--- src/rtl/uart_tx_param.sv ---
// ---------------------------------------------------------------------------
// uart_tx_param
//
// Parametrised UART transmitter. Each character is taken in by a valid/ready
// handshake and sent as one frame, least-significant data bit first:
//   start (0) | DATA_BITS data | optional parity | STOP_BITS stop (1)
// Every bit lasts CLKS_PER_BIT clocks. The serial line idles at mark (1).
//
// Parameters
//   CLKS_PER_BIT  clocks per serial bit (>= 2)
//   DATA_BITS     data bits per character (5..9)
//   PARITY        0 = none, 1 = even, 2 = odd
//   STOP_BITS     stop bits per frame (1 or 2)
//
// Ports
//   clk_3125k   in   system clock, rising edge
//   rst         in   synchronous active-high reset; aborts any frame
//   data_in     in   [DATA_BITS-1:0] character to send
//   data_valid  in   data_in is valid
//   data_ready  out  character can be accepted this cycle (combinational)
//   tx          out  serial line (registered)
//   busy        out  a frame (or break) is in progress
//   break_req   in   only when UART_TX_BREAK_EN is defined
//
// Optional feature, macro UART_TX_BREAK_EN: adds break_req. A break request
// seen in IDLE drives the line low for at least one frame time (longer while
// break_req stays high), followed by a single mark cycle before IDLE. A
// request that arrives mid-frame waits until the frame completes, and a
// break request beats a simultaneous character.
// ---------------------------------------------------------------------------
module uart_tx_param #(
  parameter int CLKS_PER_BIT = 27,
  parameter int DATA_BITS    = 8,
  parameter int PARITY       = 0,
  parameter int STOP_BITS    = 1
) (
  input  logic                 clk_3125k,
  input  logic                 rst,
  input  logic [DATA_BITS-1:0] data_in,
  input  logic                 data_valid,
  output logic                 data_ready,
  output logic                 tx,
  output logic                 busy
`ifdef UART_TX_BREAK_EN
  ,
  input  logic                 break_req
`endif
);

  // Reject illegal configurations at elaboration instead of clamping them.
  generate
    if (CLKS_PER_BIT < 2) begin : g_bad_clks_per_bit
      $error("uart_tx_param: CLKS_PER_BIT must be >= 2");
    end
    if (DATA_BITS < 5 || DATA_BITS > 9) begin : g_bad_data_bits
      $error("uart_tx_param: DATA_BITS must be in 5..9");
    end
    if (PARITY < 0 || PARITY > 2) begin : g_bad_parity
      $error("uart_tx_param: PARITY must be 0, 1 or 2");
    end
    if (STOP_BITS < 1 || STOP_BITS > 2) begin : g_bad_stop_bits
      $error("uart_tx_param: STOP_BITS must be 1 or 2");
    end
  endgenerate

  localparam int              BAUD_W    = $clog2(CLKS_PER_BIT);
  localparam logic [BAUD_W-1:0] BAUD_LAST = BAUD_W'(CLKS_PER_BIT - 1);
  localparam logic [3:0]      DATA_LAST = 4'(DATA_BITS - 1);
  localparam logic [3:0]      STOP_LAST = 4'(STOP_BITS - 1);

`ifdef UART_TX_BREAK_EN
  localparam int FRAME_CLKS =
    CLKS_PER_BIT * (1 + DATA_BITS + ((PARITY != 0) ? 1 : 0) + STOP_BITS);
  localparam int             BRK_W    = $clog2(FRAME_CLKS);
  localparam logic [BRK_W-1:0] BRK_LAST = BRK_W'(FRAME_CLKS - 1);

  typedef enum logic [2:0] {
    S_IDLE     = 3'd0,
    S_START    = 3'd1,
    S_DATA     = 3'd2,
    S_PARITY   = 3'd3,
    S_STOP     = 3'd4,
    S_BREAK    = 3'd5,
    S_BRK_MARK = 3'd6
  } state_t;
`else
  typedef enum logic [2:0] {
    S_IDLE   = 3'd0,
    S_START  = 3'd1,
    S_DATA   = 3'd2,
    S_PARITY = 3'd3,
    S_STOP   = 3'd4
  } state_t;
`endif

  state_t                 r_state;
  state_t                 w_state_next;
  logic                   r_tx;
  logic                   w_tx_next;
  logic [BAUD_W-1:0]      r_baud_cnt;
  logic [3:0]             r_bit_cnt;     // data-bit index, then stop-bit index
  logic [DATA_BITS-1:0]   r_shift;
  logic                   r_parity;
  logic                   w_accept;
  logic                   w_baud_wrap;
`ifdef UART_TX_BREAK_EN
  logic [BRK_W-1:0]       r_brk_cnt;     // saturates at one frame time
  logic                   w_brk_done;
`endif

  assign w_accept    = data_valid && data_ready;
  assign w_baud_wrap = (r_baud_cnt == BAUD_LAST);
  assign tx          = r_tx;

`ifdef UART_TX_BREAK_EN
  assign w_brk_done = (r_brk_cnt == BRK_LAST) && !break_req;
`endif

  // -------------------------------------------------------------------------
  // State register (tx is registered alongside the state)
  // -------------------------------------------------------------------------
  always_ff @(posedge clk_3125k) begin
    if (rst) begin
      r_state <= S_IDLE;
      r_tx    <= 1'b1;
    end else begin
      r_state <= w_state_next;
      r_tx    <= w_tx_next;
    end
  end

  // -------------------------------------------------------------------------
  // Next-state logic
  // -------------------------------------------------------------------------
  always_comb begin
    w_state_next = r_state;
    case (r_state)
      S_IDLE: begin
        if (w_accept) w_state_next = S_START;
`ifdef UART_TX_BREAK_EN
        // data_ready is held low by break_req, so this never collides
        // with an acceptance.
        if (break_req) w_state_next = S_BREAK;
`endif
      end
      S_START: begin
        if (w_baud_wrap) w_state_next = S_DATA;
      end
      S_DATA: begin
        if (w_baud_wrap && (r_bit_cnt == DATA_LAST)) begin
          w_state_next = (PARITY != 0) ? S_PARITY : S_STOP;
        end
      end
      S_PARITY: begin
        if (w_baud_wrap) w_state_next = S_STOP;
      end
      S_STOP: begin
        if (w_baud_wrap && (r_bit_cnt == STOP_LAST)) w_state_next = S_IDLE;
      end
`ifdef UART_TX_BREAK_EN
      S_BREAK: begin
        if (w_brk_done) w_state_next = S_BRK_MARK;
      end
      S_BRK_MARK: begin
        w_state_next = S_IDLE;
      end
`endif
      default: begin
        w_state_next = S_IDLE;
      end
    endcase
  end

  // -------------------------------------------------------------------------
  // Output logic: handshake/busy flags and the next line level
  // -------------------------------------------------------------------------
  always_comb begin
    busy       = (r_state != S_IDLE);
`ifdef UART_TX_BREAK_EN
    data_ready = (r_state == S_IDLE) && !rst && !break_req;
`else
    data_ready = (r_state == S_IDLE) && !rst;
`endif
    w_tx_next  = r_tx;
    case (r_state)
      S_IDLE: begin
        w_tx_next = 1'b1;
        if (w_accept) w_tx_next = 1'b0;
`ifdef UART_TX_BREAK_EN
        if (break_req) w_tx_next = 1'b0;
`endif
      end
      S_START: begin
        // r_shift[0] is still data bit 0 here; it is shifted on this wrap.
        if (w_baud_wrap) w_tx_next = r_shift[0];
      end
      S_DATA: begin
        if (w_baud_wrap) begin
          if (r_bit_cnt == DATA_LAST) begin
            w_tx_next = (PARITY != 0) ? r_parity : 1'b1;
          end else begin
            w_tx_next = r_shift[0];
          end
        end
      end
      S_PARITY: begin
        if (w_baud_wrap) w_tx_next = 1'b1;
      end
      S_STOP: begin
        w_tx_next = 1'b1;
      end
`ifdef UART_TX_BREAK_EN
      S_BREAK: begin
        w_tx_next = w_brk_done ? 1'b1 : 1'b0;
      end
      S_BRK_MARK: begin
        w_tx_next = 1'b1;
      end
`endif
      default: begin
        w_tx_next = 1'b1;
      end
    endcase
  end

  // -------------------------------------------------------------------------
  // Datapath: baud counter, bit counter, shift register, parity
  // -------------------------------------------------------------------------
  always_ff @(posedge clk_3125k) begin
    if (rst) begin
      r_baud_cnt <= '0;
      r_bit_cnt  <= '0;
      r_shift    <= '0;
      r_parity   <= 1'b0;
    end else begin
      case (r_state)
        S_IDLE: begin
          r_baud_cnt <= '0;
          r_bit_cnt  <= '0;
          if (w_accept) begin
            r_shift  <= data_in;
            // Even parity is the XOR of the data bits; odd is its inverse.
            r_parity <= (^data_in) ^ (PARITY == 2);
          end
        end
        S_START, S_DATA, S_PARITY, S_STOP: begin
          r_baud_cnt <= w_baud_wrap ? '0 : r_baud_cnt + 1'b1;
          if (w_baud_wrap) begin
            // Shift so that r_shift[0] always holds the next bit to send.
            if (r_state == S_START) begin
              r_shift <= r_shift >> 1;
            end
            if (r_state == S_DATA) begin
              if (r_bit_cnt == DATA_LAST) begin
                r_bit_cnt <= '0;
              end else begin
                r_bit_cnt <= r_bit_cnt + 1'b1;
                r_shift   <= r_shift >> 1;
              end
            end
            if (r_state == S_STOP) begin
              r_bit_cnt <= r_bit_cnt + 1'b1;
            end
          end
        end
        default: begin
          r_baud_cnt <= '0;
          r_bit_cnt  <= '0;
        end
      endcase
    end
  end

`ifdef UART_TX_BREAK_EN
  // Counts cycles spent in BREAK so the line stays low for at least a frame.
  always_ff @(posedge clk_3125k) begin
    if (rst || (r_state != S_BREAK)) begin
      r_brk_cnt <= '0;
    end else if (r_brk_cnt != BRK_LAST) begin
      r_brk_cnt <= r_brk_cnt + 1'b1;
    end
  end
`endif

endmodule

--- config.mk ---
export PLATFORM = sky130hd
export DESIGN_NAME = uart_tx_param
export DESIGN_NICKNAME = d
export VERILOG_FILES = /design/src/rtl/uart_tx_param.sv
export SDC_FILE = /design/constraint.sdc
export NUM_CORES = 1
export LEC_CHECK = 0
export ABC_AREA = 1
export CORE_MARGIN = 2
export CORE_UTILIZATION = 55
export CTS_CLUSTER_DIAMETER = 30
export DETAILED_ROUTE_END_ITERATION = 16
export PLACE_DENSITY = 0.78
export SLEW_MARGIN = 20
export SYNTH_ARGS = -nofsm -noshare
export SYNTH_HDL_FRONTEND = slang
export SYNTH_SLANG_ARGS = --single-unit
--- constraint.sdc ---
create_clock -name clk_3125k -period 2.8 [get_ports clk_3125k]
set_input_delay 0.56 -clock clk_3125k [delete_from_list [all_inputs] [get_ports clk_3125k]]
set_output_delay 0.56 -clock clk_3125k [all_outputs]
set_load 0.02 [all_outputs]
**After elaboration in Yosys (flattened, before gate mapping)**

Cells that the tools add are included.

- Flip-flop bits (word level): 21
- Bits of input ports: 11
- Output and inout bits: 3
- Logic and storage cells: 59

- Add/subtract/negate cells: 2
- Equality and inequality tests: 13
- Multiplexer cells: 21
- Bitwise gates (word level): 1
- Reduce and logical (&&, ||, !) cells: 17

Operators with widths:

| kind | number |
|---|---|
| $mux W8 | 5 |
| $pmux W8 S2 | 1 |
| $mux W3 | 5 |
| $pmux W3 S5 | 1 |
| $ne A2 B2 Y1 const B | 7 |
| $mux W4 | 3 |
| $eq A3 B2 Y1 const B | 2 |
| $reduce_and A3 Y1 | 2 |
| $add A5 B1 Y5 const B | 1 |
| $eq A5 B5 Y1 const B | 1 |
| $mux W1 | 5 |
| $reduce_and A5 Y1 | 1 |
| $add A4 B1 Y4 const B | 1 |
| $eq A4 B3 Y1 const B | 1 |
| $logic_and A1 B1 Y1 | 4 |
| $logic_not A4 Y1 | 1 |
| $pmux W1 S4 | 1 |
| $reduce_bool A2 Y1 | 2 |
| $reduce_or A4 Y1 | 1 |
| $eq A3 B1 Y1 const B | 1 |
| $eq A3 B3 Y1 const B | 1 |
| $logic_not A3 Y1 | 1 |
| $reduce_bool A3 Y1 | 1 |
| $reduce_or A3 Y1 | 1 |
| 4 further kinds | 4 |

**Longest topological paths before layout**

Gate-level depths: netlist (run 1).

- Depth in word-level cells: 6
- Gate-level depth with buffers: 11
- Depth with buffers taken out: 10

**Worst setup path after synthesis (run 1)**

OpenSTA, ideal clock, no wires.

- Kind: register to output
- From: reg r_state[1]
- To: out data_ready
- Data arrival time: 1024 ps
- Data required time: 2240 ps
- Path slack: 1216 ps
- Cell stages (with the launch flop): 5
- Buffers on the path: 1
- Cell sequence: dfxtp_1 buf_2 nor2_2 nand2_2 nor2_1

- Longest elaborated chain between the ends: 2

RTL lines:

| element | RTL line | source |
|---|---|---|
| from (decl) | 96 | `state_t r_state;` |
| from (signal assigned) | 127 | `r_state <= w_state_next;` |
| $logic_not A3 Y1 | 182 | `data_ready = (r_state == S_IDLE) && !rst;` |
| $logic_and A1 B1 Y1 | 182 |  |
| to (decl) | 41 | `output logic data_ready,` |

No other way between the ends.

**Worst setup path in the final report (run 1)**

- From: in rst
- To: out data_ready

- Longest elaborated chain between the ends: 2

RTL lines:

| element | RTL line | source |
|---|---|---|
| from (decl) | 38 | `input logic rst,` |
| $logic_not A1 Y1 | 182 |  |
| $logic_and A1 B1 Y1 | 182 |  |

No other way between the ends.

==> results of run 1 <==
==> metal layers <==
layer	track usage	routed length, um
met1	0.260	1160
met2	0.382	1130
met3	0.0172	99
met4	0.118	65
met5	0	0
==> power breakdown <==
part / internal [mW] / switching, mW / total (mW)
clock: 0.0534 / 0.0915 / 0.145
sequential: 0.354 / 0.0454 / 0.400
combinational: 0.192 / 0.333 / 0.525
==> critical path, cell delays in order <==
cell	delay, ps
clkdlybuf4s50_1	480
nor2_1	130
clkdlybuf4s50_1	610
==> cell families (layout without fill, tap and decap cells) <==
| logic type | Yosys count | after routing | synth area share |
|---|---|---|---|
| simple gates | 114 | 114 | 0.415 |
| buf+inv | 32 | 46 | 0.109 |
| flops | 21 | 21 | 0.338 |
| compound gates | 16 | 16 | 0.0774 |
| fa+ha+maj | 4 | 4 | 0.0402 |
| xor+xnor | 3 | 3 | 0.0211 |
==> per-stage QoR <==
step           hold WS (ps)  setup slack [ps]  std cells  power [mW]
3_3_place_gp            443               485        228       0.920
6_report                477               468        232        1.07
2_1_floorplan           430              1220        190       0.823
3_5_place_dp            457               466        228       0.931
4_1_cts                 485               459        232        1.08
5_1_grt                 509               391        232        1.17
==> cell type report <==
type	count	share of cell area
Sequential cell	21	0.297
Clock buffer	3	0.0159
Tap cell	28	0.0247
Timing Repair Buffer	14	0.0971
Multi-Input combinational cell	137	0.486
Inverter	28	0.0759
Clock inverter	1	0.00353
==> cells in the mapped netlist (all sizes together), types with 2 or more instances <==
master,number,area (um2)
a21oi,7,35.0
o21ai,7,46.3
ha,4,50.1
nand3,25,138
inv,28,108
nor2,40,155
nand2,44,188
nand4,2,12.5
buf,3,23.8
dfxtp,21,420
xor2,2,17.5
==> worst max path at each step <==
stage | startpoint | end | cells past startpoint
after CTS | rst | data_ready | 3
after global placement | rst | data_ready | 3
final | rst | data_ready | 3
after floorplan | r_state[1] | data_ready | 4
after detailed placement | rst | data_ready | 3
after global routing | r_state[0] | data_ready | 4
==> flip-flops by register name, summed over array words and instances, names as in the netlist <==
name and cells:
tx 1, r_baud_cnt 5, r_state 3, r_bit_cnt 4, r_shift 8
==> cells in the final DEF (no fill, tap or decap), types with 3 or more instances in the layout <==
master,synthesis,routed
nor2_1,38,38
nand2_1,37,37
inv_1,26,26
nand3_1,24,24
dfxtp_1,21,21
clkdlybuf4s50_1,0,13
a21oi_1,7,7
nand2_2,6,6
o21ai_0,6,6
ha_1,4,4
clkbuf_4,0,3
==> results_dict.tcl, run 1 <==
set metrics [dict create \
    outcome "finished, final reports clean" \
    globalplace.congestion 0.870 \
    fin_crit_sh 0.833 \
    cts_setup_buffers 0 \
    min_to "r_baud_cnt[0]" \
    multi_input_area_um2 689 \
    crit_arrival_ps 1770 \
    hold_viol 0 \
    syn_nets 205 \
    criticalPathCategory "input port to output port" \
    cts_tree "yes" \
    drtPass1Iterations 4 \
    hp-class "register to register" \
    reg2reg_depth 9 \
    netlist_area_um2 1240 \
    die_h_um 51.6 \
    std_cell_rows 17 \
    clk_pin_slew_ps 110 \
    core_um2 2170 \
    min_from "r_baud_cnt[0]" \
    clockRootBuffer "clkbuf_4" \
    yosys_warnings 0 \
    worstMarginPinSlew_ps 304 \
    setup_viol 0 \
    fin_setup_tns_ps 0 \
    holdBufCountCts 0 \
    viasPerCell 5.09 \
    peakVddDrop_mv 0.436 \
    powerDensity_nw_per_um2 754 \
    r2r_setup_slack_ps 1050 \
    yosysSeqAreaShare 0.338 \
    drtIter0Drc 22 \
    drc 0 \
    grt_pass1_vias 1097 \
    max_slew_margin 0.796 \
    place_area_um2 1390 \
    async_reset_ff_frac 0 \
    dieArea_um2 2660 \
    fin_skew_ps 2.70 \
    antenna_found_initial 0 \
    post_cts_resized 0 \
    cp-start-kind "input port" \
    slew_viol_final 0 \
    grt_overflow_total 0 \
    timing.rr.end "r_shift[0]" \
    numCtsBuffers 3 \
    synth_cells 190 \
    ant_nets 0 \
    whs_path_depth 1 \
    grt_start_max_net_pins 13 \
    grt_pass1_wl_mm 4.28 \
    die_w_um 51.6 \
    wl_per_cell_um 10.6 \
    cts_sinks 21 \
    min_period_ps 2330 \
    synth.avg_cell_area_um2 6.55 \
    stdcell_area_um2 1420 \
    hpwl_mm 1.88 \
    rsz0062_at_grt "false" \
    max_freq_mhz 429 \
    clockBufferDepth 2 \
    htreeDepth 1 \
    io_buffers 13 \
    synth_ff_type "dfxtp_1" \
    cp-end-kind "output port" \
    yosysUniqueCellTypes 27 \
    antenna_cells 0 \
    total_leakage_power_nw 0.642 \
    io_pins 14 \
    drt-total-wl_mm 2.45 \
    syn_to_final_growth_pct 13.9 \
    register_area_um2 420 \
    fillers 216 \
    layout.nets 220 \
    drv_cap 0 \
    drive_above_1_share 0.0980 \
    initial_core_util 0.574 \
    grt_usage 0.217 \
    rr_startpoint "r_state[0]" \
    cp.required_ps 2240 \
    finish.utilization 0.653 \
    clkLatencyLatePin_ps 310 \
    synth-seq-cells 21 \
    synth_edf_count 0 \
    path_max_fanout 5 \
    vias 1182 \
]
Note: power is estimated with default switching activity, not from simulation.
==> run 2: changes to the inputs <==
--- a/config.mk
+++ b/config.mk
@@ -7,10 +7,10 @@
 export LEC_CHECK = 0
 export ABC_AREA = 1
 export CORE_MARGIN = 2
-export CORE_UTILIZATION = 55
+export CORE_UTILIZATION = 49
 export CTS_CLUSTER_DIAMETER = 30
 export DETAILED_ROUTE_END_ITERATION = 16
-export PLACE_DENSITY = 0.78
+export PLACE_DENSITY = 0.74
 export SLEW_MARGIN = 20
 export SYNTH_ARGS = -nofsm -noshare
 export SYNTH_HDL_FRONTEND = slang
==> constraint.sdc (replaced) <==
create_clock -name clk_3125k -period 2.1 [get_ports clk_3125k]
set_input_delay 0.42 -clock clk_3125k [delete_from_list [all_inputs] [get_ports clk_3125k]]
set_output_delay 0.42 -clock clk_3125k [all_outputs]
set_load 0.02 [all_outputs]
==> results_dict.tcl, run 2 (synthesis results as in run 1) <==
set metrics [dict create \
    cts_sinks 21 \
    initial_core_util 0.512 \
    stdcell_area_um2 1440 \
    final_cell_mix "nor2_1 (38), nand2_1 (37), inv_1 (26)" \
    fin_cells 237 \
    hold_viol 0 \
    largest_register_ff_count 8 \
    slew_viol_final 0 \
    final_common_cell "nor2_1" \
    peakVddDrop_mv 0.605 \
    grt_pass1_vias 1046 \
    globalplace.congestion 0.892 \
    crit_buf_inv 1 \
    cts_tree "yes" \
    syn_to_final_growth_pct 15.9 \
    htreeDepth 1 \
    cp.required_ps 1680 \
    holdWs_ps 470 \
    criticalPathCategory "register to output port" \
    cp-end-kind "output port" \
    vias 1175 \
    grt_overflow_total 0 \
    viasPerCell 4.96 \
    place_area_um2 1420 \
    drt-total-wl_mm 2.59 \
    ant_nets 0 \
    fin_ws_ps 158 \
    grt_start_max_net_pins 12 \
    path_delay_family "buffers and inverters" \
    die_h_um 54.4 \
    finish.utilization 0.593 \
    seqPwrFrac 0.371 \
    clk_pin_slew_ps 110 \
    powerDensity_nw_per_um2 998 \
    rsz0062_at_grt "false" \
    std_cell_rows 18 \
    core_um2 2430 \
    dp.cells 233 \
    fin_skew_ps 2.09 \
    drc 0 \
    io_pins 14 \
    min_period_ps 1940 \
    dp_slack_ps 120 \
    dieArea_um2 2960 \
    fin_setup_tns_ps 0 \
    power_frac_clock 0.135 \
    drtPass1Iterations 4 \
    p_sw_frac 0.436 \
    crit_slowest_cell "clkdlybuf4s50_1" \
    setup_viol 0 \
    grt_pass1_wl_mm 4.22 \
    p_int_mw 0.812 \
    clockBufferDepth 2 \
    largest_register "r_shift" \
    clockRootBuffer "clkbuf_4" \
    worstPathCellList "nor2_2 > nand2_2 > clkdlybuf4s50_1" \
    clkLatencyLatePin_ps 300 \
    combPwrFrac 0.494 \
    antenna_cells 0 \
    outcome "finished, final reports clean" \
    drive_above_1_share 0.116 \
    numCtsBuffers 3 \
    top_regs "r_shift: 8 flops, r_baud_cnt: 5 flops, r_bit_cnt: 4 flops" \
    wl_per_cell_um 10.9 \
    layout.nets 223 \
    drtIter0Drc 10 \
    power.switching_mw 0.628 \
    fillers 248 \
    max_slew_margin 0.739 \
    fin_crit_sh 0.925 \
    antenna_found_initial 0 \
    grt_usage 0.199 \
    crit_arrival_ps 1520 \
    drv_cap 0 \
    cpPeakStageDelay_ps 550 \
    hpwl_mm 1.95 \
    total_leakage_power_nw 0.656 \
    die_w_um 54.4 \
    max_freq_mhz 515 \
    hp-class "register to register" \
    path_max_fanout 6 \
    total_power_mw 1.44 \
    holdBufCountCts 0 \
    worstMarginPinSlew_ps 389 \
    cp-start-kind "register" \
    io_buffers 13 \
]
[run 2: cell count changes in the layout (fill, tap and decap cells not counted), sizes merged]
cell	before	now
clkinv	1	0
clkdlybuf4s50	13	12
dlygate4sd2	0	1
buf	1	4
clkbuf	3	4
[run 2: area by class of cell]
type | count | area [um2] | share of cell area
Clock buffer | 4 | 26.3 | 0.0182
Multi-Input combinational cell | 137 | 689 | 0.478
Timing Repair Buffer | 17 | 159 | 0.110
Tap cell | 30 | 37.5 | 0.0260
Inverter | 28 | 108 | 0.0746
Sequential cell | 21 | 423 | 0.293
[run 2: tightest hold or removal path, cell delays in order (launching register included)]
cell     delay (ps)
dfxtp_1         330
nand2_1          60
a21oi_1          50
[run 2: power groups by stage]
stage,Sequential [mW],Clock (mW),Combinational [mW]
floorplan,0.531,0,0.566
global placement,0.538,0,0.705
detailed placement,0.542,0,0.716
CTS,0.533,0.203,0.716
global route,0.545,0.220,0.799
finish,0.535,0.194,0.711
[run 2: layer usage]
layer	vias up	wire (um)	global-route usage
met5	-	0	0
met4	0	44	0.104
met3	4	81	0.0301
met2	17	1180	0.331
met1	528	1280	0.245
li1	626	-	-
[run 2: worst paths after layout]
path / start / slack, ps / depth (start not counted) / end
setup / recovery: r_state[0] / 160 / 3 / busy
hold / removal: r_shift[7] / 470 / 2 / r_shift[7]
setup reg to reg: r_state[2] / 480 / 10 / r_shift[5]
hold reg to reg: r_shift[7] / 470 / 2 / r_shift[7]
[run 2: what timing repair did]
item / 4_1_cts / 5_1_grt
buffers inserted: 0 / 0
hold endpoints to repair: 0 / 0
resized for setup: 1 / 2
endpoints found under the setup margin: 1 / 1
pin swaps: 0 / 0
==> run 3: changes to the inputs <==
--- a/config.mk
+++ b/config.mk
@@ -10,7 +10,7 @@
 export CORE_UTILIZATION = 49
 export CTS_CLUSTER_DIAMETER = 30
 export DETAILED_ROUTE_END_ITERATION = 16
-export PLACE_DENSITY = 0.74
+export PLACE_DENSITY = 0.85
 export SLEW_MARGIN = 20
 export SYNTH_ARGS = -nofsm -noshare
 export SYNTH_HDL_FRONTEND = slang
==> results_dict.tcl, run 3 (synthesis results as in run 1) <==
set metrics [dict create \
    layout.nets 222 \
    final_cell_mix "nor2_1 (38), nand2_1 (37), inv_1 (26)" \
    cts_tree "yes" \
    hp-class "register to register" \
    drive_above_1_share 0.117 \
    hpwl_mm 1.80 \
    final_common_cell "nor2_1" \
    fin_crit_sh 0.915 \
    finish.utilization 0.592 \
    dieArea_um2 2960 \
    die_h_um 54.4 \
    die_w_um 54.4 \
    clkLatencyLatePin_ps 310 \
    clockRootBuffer "clkbuf_4" \
    grt_pass1_wl_mm 3.75 \
    top_regs "r_shift: 8 flops, r_baud_cnt: 5 flops, r_bit_cnt: 4 flops" \
    vias 1146 \
    cts_sinks 21 \
    grt_pass1_vias 938 \
    io_pins 14 \
    total_leakage_power_nw 0.651 \
    wl_per_cell_um 9.61 \
    setup_viol 0 \
    fin_ws_ps 178 \
    crit_arrival_ps 1500 \
    grt_overflow_total 0 \
    drv_cap 0 \
    clockBufferDepth 2 \
    io_buffers 13 \
    whs_path_depth 2 \
    hold_viol 0 \
    outcome "finished, final reports clean" \
    drt-total-wl_mm 2.27 \
    grt_usage 0.172 \
    largest_register_ff_count 8 \
    viasPerCell 4.86 \
    slew_viol_final 0 \
    cp-start-kind "register" \
    max_slew_margin 0.723 \
    fin_setup_tns_ps 0 \
    std_cell_rows 18 \
    initial_core_util 0.512 \
    clk_pin_slew_ps 130 \
    antenna_found_initial 0 \
    holdBufCountCts 0 \
    dp_slack_ps 144 \
    syn_to_final_growth_pct 15.6 \
    fin_skew_ps 12.4 \
    cp-end-kind "output port" \
    core_um2 2430 \
    total_power_mw 1.43 \
    reg2reg_depth 9 \
    peakVddDrop_mv 0.709 \
    ant_nets 0 \
    antenna_cells 0 \
    max_freq_mhz 520 \
    min_period_ps 1920 \
    path_max_fanout 6 \
    globalplace.congestion 0.823 \
    rsz0062_at_grt "false" \
    cp.required_ps 1680 \
    drtPass1Iterations 4 \
    grt_start_max_net_pins 14 \
    drc 0 \
    worstMarginPinSlew_ps 413 \
    drtIter0Drc 20 \
    r2r_setup_slack_ps 450 \
    htreeDepth 1 \
    criticalPathCategory "register to output port" \
    largest_register "r_shift" \
    place_area_um2 1410 \
    numCtsBuffers 3 \
    powerDensity_nw_per_um2 995 \
    stdcell_area_um2 1440 \
]
-- run 3: report_power, final --
part / switching [mW] / internal, mW / total [mW] / leakage (nW)
combinational: 0.434 / 0.258 / 0.693 / 0.465
clock: 0.132 / 0.0727 / 0.205 / 0.0139
sequential: 0.0588 / 0.475 / 0.534 / 0.172
total: 0.626 / 0.806 / 1.43 / 0.651
-- run 3: critical path, cell delays in order, from the launching register on --
cell and delay [ps]:
dfxtp_2 380, nor2_2 180, nand2_2 90, clkdlybuf4s50_1 540
-- run 3: what timing repair did --
action	4_1_cts	5_1_grt
cloned	0	0
endpoints found under the setup margin	1	1
gates resized for setup	1	2
setup buffers	0	0
-- run 3: path summary, 6_finish.rpt --
| kind | start | to |
|---|---|---|
| max | r_state[0] | busy |
| min | r_shift[7] | r_shift[7] |
| max reg2reg | r_state[0] | r_shift[0] |
| min reg2reg | r_shift[7] | r_shift[7] |
-- run 3: final cells by class --
cell class | count | area, um2
Clock buffer | 3 | 22.5
Clock inverter | 1 | 7.51
Fill cell | 233 | 993
Inverter | 28 | 108
Multi-Input combinational cell | 137 | 689
Sequential cell | 21 | 423
Tap cell | 30 | 37.5
Timing Repair Buffer | 16 | 151
-- run 3: per-layer routing --
metal  vias up  GRT usage  wire (um)
li1        629          -          -
met2        10      0.309       1100
met1       507      0.212       1100
met5         -          0          0
met3         0     0.0574         65
met4         0          0          0
-- run 3: per-stage QoR --
stage,instances,hold slack (ps)
after floorplan,190,430
after global placement,232,440
after detailed placement,232,451
after CTS,236,470
after global routing,236,492
final,236,464
